## config.mk

```make
export PLATFORM = sky130hd
export DESIGN_NAME = johnson_phase_decoder
export DESIGN_NICKNAME = d
export VERILOG_FILES = /design/src/rtl/johnson_phase_decoder.sv
export SDC_FILE = /design/constraint.sdc
export NUM_CORES = 1
export LEC_CHECK = 0
export ABC_AREA = 1
export CAP_MARGIN = 20
export CORE_UTILIZATION = 40
export DETAILED_ROUTE_END_ITERATION = 6
export PLACE_DENSITY = 0.65
export SYNTH_ARGS = -nofsm -noshare
export SYNTH_HDL_FRONTEND = slang
export SYNTH_SLANG_ARGS = --single-unit
```

## constraint.sdc

```tcl
create_clock -name clk -period 2 [get_ports clk]
set_clock_uncertainty 0.15 [all_clocks]
set_input_delay 0.5 -clock clk [delete_from_list [all_inputs] [get_ports clk]]
set_output_delay 0.5 -clock clk [all_outputs]
set_load 0.02 [all_outputs]
```

## src/rtl/johnson_phase_decoder.sv

```systemverilog
// Johnson-code phase decoder: validates 4-bit Johnson samples, tracks lock to the shift
// sequence and reports phase, revolutions and errors. Optional macro JPD_ERR_COUNT_EN adds err_count.
module johnson_phase_decoder #(
  parameter int REV_W    = 8,
  parameter int LOCK_CNT = 2
) (
  input  logic             clk,
  input  logic             reset_n,
  input  logic             valid,
  input  logic [3:0]       jc_in,
  input  logic             clr_err,
  output logic [2:0]       phase,
  output logic [7:0]       phase_onehot,
  output logic             phase_valid,
  output logic             wrap,
  output logic [REV_W-1:0] rev_count,
  output logic             illegal,
  output logic             skip,
  output logic             err_sticky
`ifdef JPD_ERR_COUNT_EN
  ,
  output logic [7:0]       err_count
`endif
);

  // Handshake: valid qualifies jc_in for exactly the cycle it is high; there is no
  // backpressure, and valid=0 freezes all state while forcing the pulse outputs low.

  typedef enum logic [1:0] {
    ST_UNLOCKED = 2'd0,
    ST_ACQUIRE  = 2'd1,
    ST_LOCKED   = 2'd2
  } state_e;

  localparam logic [2:0]       LOCK_RUN = 3'(LOCK_CNT);
  localparam logic [REV_W-1:0] REV_ONE  = {{(REV_W-1){1'b0}}, 1'b1};

  state_e           state_q, state_d;
  logic [2:0]       prev_q, prev_d;
  logic [2:0]       run_q, run_d;
  logic [2:0]       phase_q, phase_d;
  logic [7:0]       onehot_q, onehot_d;
  logic             phase_valid_q, phase_valid_d;
  logic             wrap_q, wrap_d;
  logic [REV_W-1:0] rev_q, rev_d;
  logic             illegal_q, illegal_d;
  logic             skip_q, skip_d;
  logic             err_q, err_d;

  logic             code_legal;
  logic [2:0]       code_idx;
  logic             is_succ;
  logic             is_hold;

  always_comb begin
    code_legal = 1'b1;
    code_idx   = 3'd0;
    case (jc_in)
      4'b0000: code_idx = 3'd0;
      4'b1000: code_idx = 3'd1;
      4'b1100: code_idx = 3'd2;
      4'b1110: code_idx = 3'd3;
      4'b1111: code_idx = 3'd4;
      4'b0111: code_idx = 3'd5;
      4'b0011: code_idx = 3'd6;
      4'b0001: code_idx = 3'd7;
      default: code_legal = 1'b0;
    endcase
  end

  // 3-bit add wraps 7 -> 0, which is exactly the Johnson successor.
  assign is_succ = (code_idx == (prev_q + 3'd1));
  assign is_hold = (code_idx == prev_q);

  always_comb begin
    state_d   = state_q;
    prev_d    = prev_q;
    run_d     = run_q;
    phase_d   = phase_q;
    rev_d     = rev_q;
    wrap_d    = 1'b0;
    illegal_d = 1'b0;
    skip_d    = 1'b0;

    if (valid) begin
      if (!code_legal) begin
        illegal_d = 1'b1;
        state_d   = ST_UNLOCKED;
      end else begin
        unique case (state_q)
          ST_UNLOCKED: begin
            prev_d  = code_idx;
            run_d   = 3'd0;
            state_d = ST_ACQUIRE;
          end
          ST_ACQUIRE: begin
            if (is_succ) begin
              prev_d = code_idx;
              run_d  = run_q + 3'd1;
              if ((run_q + 3'd1) == LOCK_RUN) begin
                state_d = ST_LOCKED;
              end
            end else if (!is_hold) begin
              prev_d = code_idx;
              run_d  = 3'd0;
            end
          end
          ST_LOCKED: begin
            if (is_succ || is_hold) begin
              prev_d = code_idx;
              if (is_succ && (code_idx == 3'd0)) begin
                wrap_d = 1'b1;
                rev_d  = rev_q + REV_ONE;
              end
            end else begin
              skip_d  = 1'b1;
              prev_d  = code_idx;
              run_d   = 3'd0;
              state_d = ST_ACQUIRE;
            end
          end
          default: state_d = ST_UNLOCKED;
        endcase
      end
    end

    // Phase tracks prev only while (or on becoming) locked; otherwise it keeps its last value.
    if (state_d == ST_LOCKED) begin
      phase_d = prev_d;
    end
    phase_valid_d = (state_d == ST_LOCKED);
    onehot_d      = (state_d == ST_LOCKED) ? (8'd1 << prev_d) : 8'd0;

    if (illegal_d || skip_d) begin
      err_d = 1'b1;
    end else if (clr_err) begin
      err_d = 1'b0;
    end else begin
      err_d = err_q;
    end
  end

  always_ff @(posedge clk) begin
    if (!reset_n) begin
      state_q       <= ST_UNLOCKED;
      prev_q        <= 3'd0;
      run_q         <= 3'd0;
      phase_q       <= 3'd0;
      onehot_q      <= 8'd0;
      phase_valid_q <= 1'b0;
      wrap_q        <= 1'b0;
      rev_q         <= '0;
      illegal_q     <= 1'b0;
      skip_q        <= 1'b0;
      err_q         <= 1'b0;
    end else begin
      state_q       <= state_d;
      prev_q        <= prev_d;
      run_q         <= run_d;
      phase_q       <= phase_d;
      onehot_q      <= onehot_d;
      phase_valid_q <= phase_valid_d;
      wrap_q        <= wrap_d;
      rev_q         <= rev_d;
      illegal_q     <= illegal_d;
      skip_q        <= skip_d;
      err_q         <= err_d;
    end
  end

  assign phase        = phase_q;
  assign phase_onehot = onehot_q;
  assign phase_valid  = phase_valid_q;
  assign wrap         = wrap_q;
  assign rev_count    = rev_q;
  assign illegal      = illegal_q;
  assign skip         = skip_q;
  assign err_sticky   = err_q;

`ifdef JPD_ERR_COUNT_EN
  logic [7:0] err_cnt_q, err_cnt_d;

  // A clear that coincides with a new error leaves that one error counted.
  always_comb begin
    err_cnt_d = err_cnt_q;
    if (illegal_d || skip_d) begin
      if (clr_err) begin
        err_cnt_d = 8'd1;
      end else if (err_cnt_q != 8'hFF) begin
        err_cnt_d = err_cnt_q + 8'd1;
      end
    end else if (clr_err) begin
      err_cnt_d = 8'd0;
    end
  end

  always_ff @(posedge clk) begin
    if (!reset_n) begin
      err_cnt_q <= 8'd0;
    end else begin
      err_cnt_q <= err_cnt_d;
    end
  end

  assign err_count = err_cnt_q;
`endif

endmodule

```

==> impl_summary.txt <==
----------------------------------------------------
[Placed design]
  Placed wire-length estimate ... 2654 um
  Final GP Congestion ... 0.8264
  Dpl cell area ... 2168 um^2
  I/O Buffers ... 31

[Clocking]
  Maximum clock insertion buffer count ... 2
  CTS clk-pin slew, worst paths ... 0.07 ns
  Clock net sink count ... 32
  Root buffer selected by CTS ... clkbuf_8
  Hold bufs inserted after CTS ... 0
  TritonCTS buffer count ... 5
  Clock tree from TritonCTS ... built
  Worst-skew pair later-pin latency ... 0.29 ns
  Max H-tree Level ... 2

[Detailed routing]
  Per-cell via count in the routed design ... around 4.7
  Overall routed net length ... 3832 um
  Top Layer Used ... met4
  Number of search-and-repair iterations in the first detailed-routing pass ... 4
  Number of vias after detailed routing ... 1617
  Violation count after the first detailed-routing iteration ... 69
  Metal-1 WL ... 1922 um
  Total length of routed met3 wires ... 121 um
  DRC violations left ... 0
  Avg WL per Cell ... 11.04 um
  Wire length on met2 ... roughly 1700 um
  DRT antenna net count ... 0

[Logic synthesis]
  Cell type contributing the most total cell area after synthesis ... dfxtp_1
  Post-Synthesis Net Count ... 242
  Yosys warnings ... 0
  Share of the yosys chip area belonging to registers ... roughly two fifths
  Number of distinct library cells after synthesis ... 26
  Synthesized area ... 1599 um^2
  Synthesized flop and latch total ... 32
  Area fraction of the dominant cell type after synthesis ... 40.06%
  Syn Inst Count ... 230
  Top post-synthesis cells by area ... dfxtp_1 (40%), nand2_1 (13%), nor2_1 (7.3%)
  Mean post-synth cell area ... 6.952 um^2

[Pwr]
  Worst supply voltage drop on vdd ... 452.8 uV
  Static leakage power ... 1.146 nW
  Total power draw ... between 1.5 and 2 mW
  Reported net switching power ... 452.1 uW
  Power share of the combinational group ... a little over a fifth
  Relative contribution of the clock network to total power ... between 30% and 40%
  Total power per unit cell area ... 652.4 nW/um^2
  Relative contribution of sequential cells to total power ... around 41%
  Int Power ... 1.165 mW
  Switching power share of the total ... 27.96%

[Die]
  Effective utilization at floorplan ... 42.71%
  Die H ... 65.23 um
  Site Rows ... 22
  Floorplan core area ... roughly 3700 um^2
  Die width ... 65.23 um
  Top Ports ... 32
  Total die area ... about 4300 um^2

[Global route]
  Pin count of the biggest net entering global routing ... 12
  Global-route wire length before repair ... between 6000 and 7000 um
  Final global-route overflow total ... 0
  Number of global-route vias before repair ... ~1400
  Aggregate global-route resource usage ... 18.65%
  Number of antenna violations at the first check in global routing ... 0

[STA]
  Least-Margin Pin Slew ... 0.3224 ns
  Minimum clock period ... 1.934 ns
  Fin. max-slew vios ... 0
  Endpoints failing setup ... 0
  Worst slack on hold paths ... 0.3164 ns
  Final Hold Violating Endpoints ... 0
  Final total negative setup slack ... 0 ns
  Setup repair after global routing missed its margin ... true
  Fmax achieved ... 516.9 MHz
  Ratio of final minimum period to clock period ... 96.72%
  Relative slew slack ... 78.36%

[Setup path]
  R2R Setup Slk ... roughly 0.08 ns
  Kind of critical path ... in2reg
  Worst Path Arrival ... 1.97 ns
  Worst path required time ... 2.03 ns
  Crit path max-delay cell type ... xnor2_2
  Sort of element at the start of the critical path ... input port
  Delay of the slowest cell on the worst path ... between 0.2 and 0.3 ns
  Worst Setup End Kind ... flop
  CP Max Fanout ... 8
  Cell chain of the critical path ... clkbuf_4, xnor2_2, nand2_4, nand2_4, nand2_4, nor2_4, nand3_1, nand2_1, nand2_2, a21oi_4, buf_12, nand2_1, nand3_1, nand2_1

[Flow run]
  Count of max-cap constraint violations ... 0

[Cells and area]
  Area of combinational cells with multiple inputs ... 978.4 um^2
  Antenna cell count ... 0
  Final Util ... 66.21%
  Most common library cell in the layout ignoring fill and taps ... nand2_1
  Filler Cell Count ... ~340
  Fraction of final layout cells sized beyond drive strength 1 ... between 30% and 40%
  Most frequent cells in the layout ... nand2_1 (48), buf_4 (32), dfxtp_1 (30)
  Area added between synthesis and finish ... 55.01%
  Sequential cell area ... 643.1 um^2
  NumNets Final ... 310
  Non-Filler Cell Area, Final ... between 2000 and 2500 um^2

[Worst hold path]
  Class of the tightest hold or removal check ... reg2reg

[Status]
  Run status ... complete, no violations

----------------------------------------------------
==> cell usage after synthesis, drive strengths merged <==
master,number
nand2,63
inv,33
nor2,33
dfxtp,32
nand3,22
a21oi,13
o21ai,8
nand4,6
ha,4
clkbuf,3
o21a,3
nor3,2
xnor2,2
xor2,2
clkinv,1
nor3b,1
nor4,1
o211ai,1
==> metal layers <==
metal / up-vias / global-route usage, %
met2: 25 / 27.96
met5: - / 0
met3: 7 / 5.035
met4: 0 / 9.511
li1: 859 / -
met1: 726 / 24.33
==> through the flow <==
step | cells | setup WS [ns]
2_1_floorplan | 230 | 0.09296
3_3_place_gp | 334 | -0.7128
3_5_place_dp | 334 | -0.7193
4_1_cts | 343 | 0.01070
5_1_grt | 347 | -0.06116
6_report | 347 | 0.06557
==> state kept, by name (all words and copies together) (netlist names) <==
signal / cells
skip: 1
rev_count: 8
phase: 3
illegal: 1
state_q: 2
err_sticky: 1
wrap: 1
run_q: 3
phase_valid: 1
prev_q: 3
phase_onehot: 8
==> worst paths after layout <==
kind         depth (start not counted)                 endpoint                     from
max                                 14    phase[2]$_SDFFE_PN0P_                 jc_in[2]
min                                  2  err_sticky$_SDFFE_PN0P_  err_sticky$_SDFFE_PN0P_
max reg2reg                         12    phase[1]$_SDFFE_PN0P_     prev_q[1]$_SDFF_PN0_
min reg2reg                          2  err_sticky$_SDFFE_PN0P_  err_sticky$_SDFFE_PN0P_
==> final cells by class <==
| type | instances | share of cell area (%) |
|---|---|---|
| clock buffers | 5 | 2.776 |
| multi-input cells | 161 | 39.47 |
| well taps | 48 | 2.423 |
| inverters | 34 | 5.149 |
| flip-flops and latches | 32 | 25.95 |
| clock inverters | 3 | 1.716 |
| repair buffers | 64 | 22.51 |
==> power by group through the flow <==
stage | Sequential, mW | Clock (mW) | Combinational (mW)
after floorplan | 0.672 | 0 | 0.149
after global placement | 0.669 | 0 | 0.255
after detailed placement | 0.670 | 0 | 0.256
after CTS | 0.655 | 0.639 | 0.284
after global routing | 0.659 | 0.664 | 0.374
final | 0.658 | 0.618 | 0.341
==> what timing repair did <==
action,in CTS,in global routing
setup endpoints to repair,31,27
pin swaps,2,16
resized for setup,20,40
buffers inserted,1,4
==> cell families after synthesis <==
group | after synthesis | share of synthesized area [%]
AOI/OAI and AO/OA | 25 | 9.155
adders and majority gates | 4 | 3.130
buffers and inverters | 37 | 8.685
DFF | 32 | 40.06
xor gates and xnor gates | 4 | 2.191
and+or+nand+nor | 128 | 36.78
==> worst max-delay path, delay by kind of cell <==
| family | cells | cell delay, ns |
|---|---|---|
| simple gates | 10 | 0.78 |
| buf+inv | 2 | 0.29 |
| compound gates | 1 | 0.13 |
| xor+xnor | 1 | 0.25 |
(Power assumes the default switching activity.)
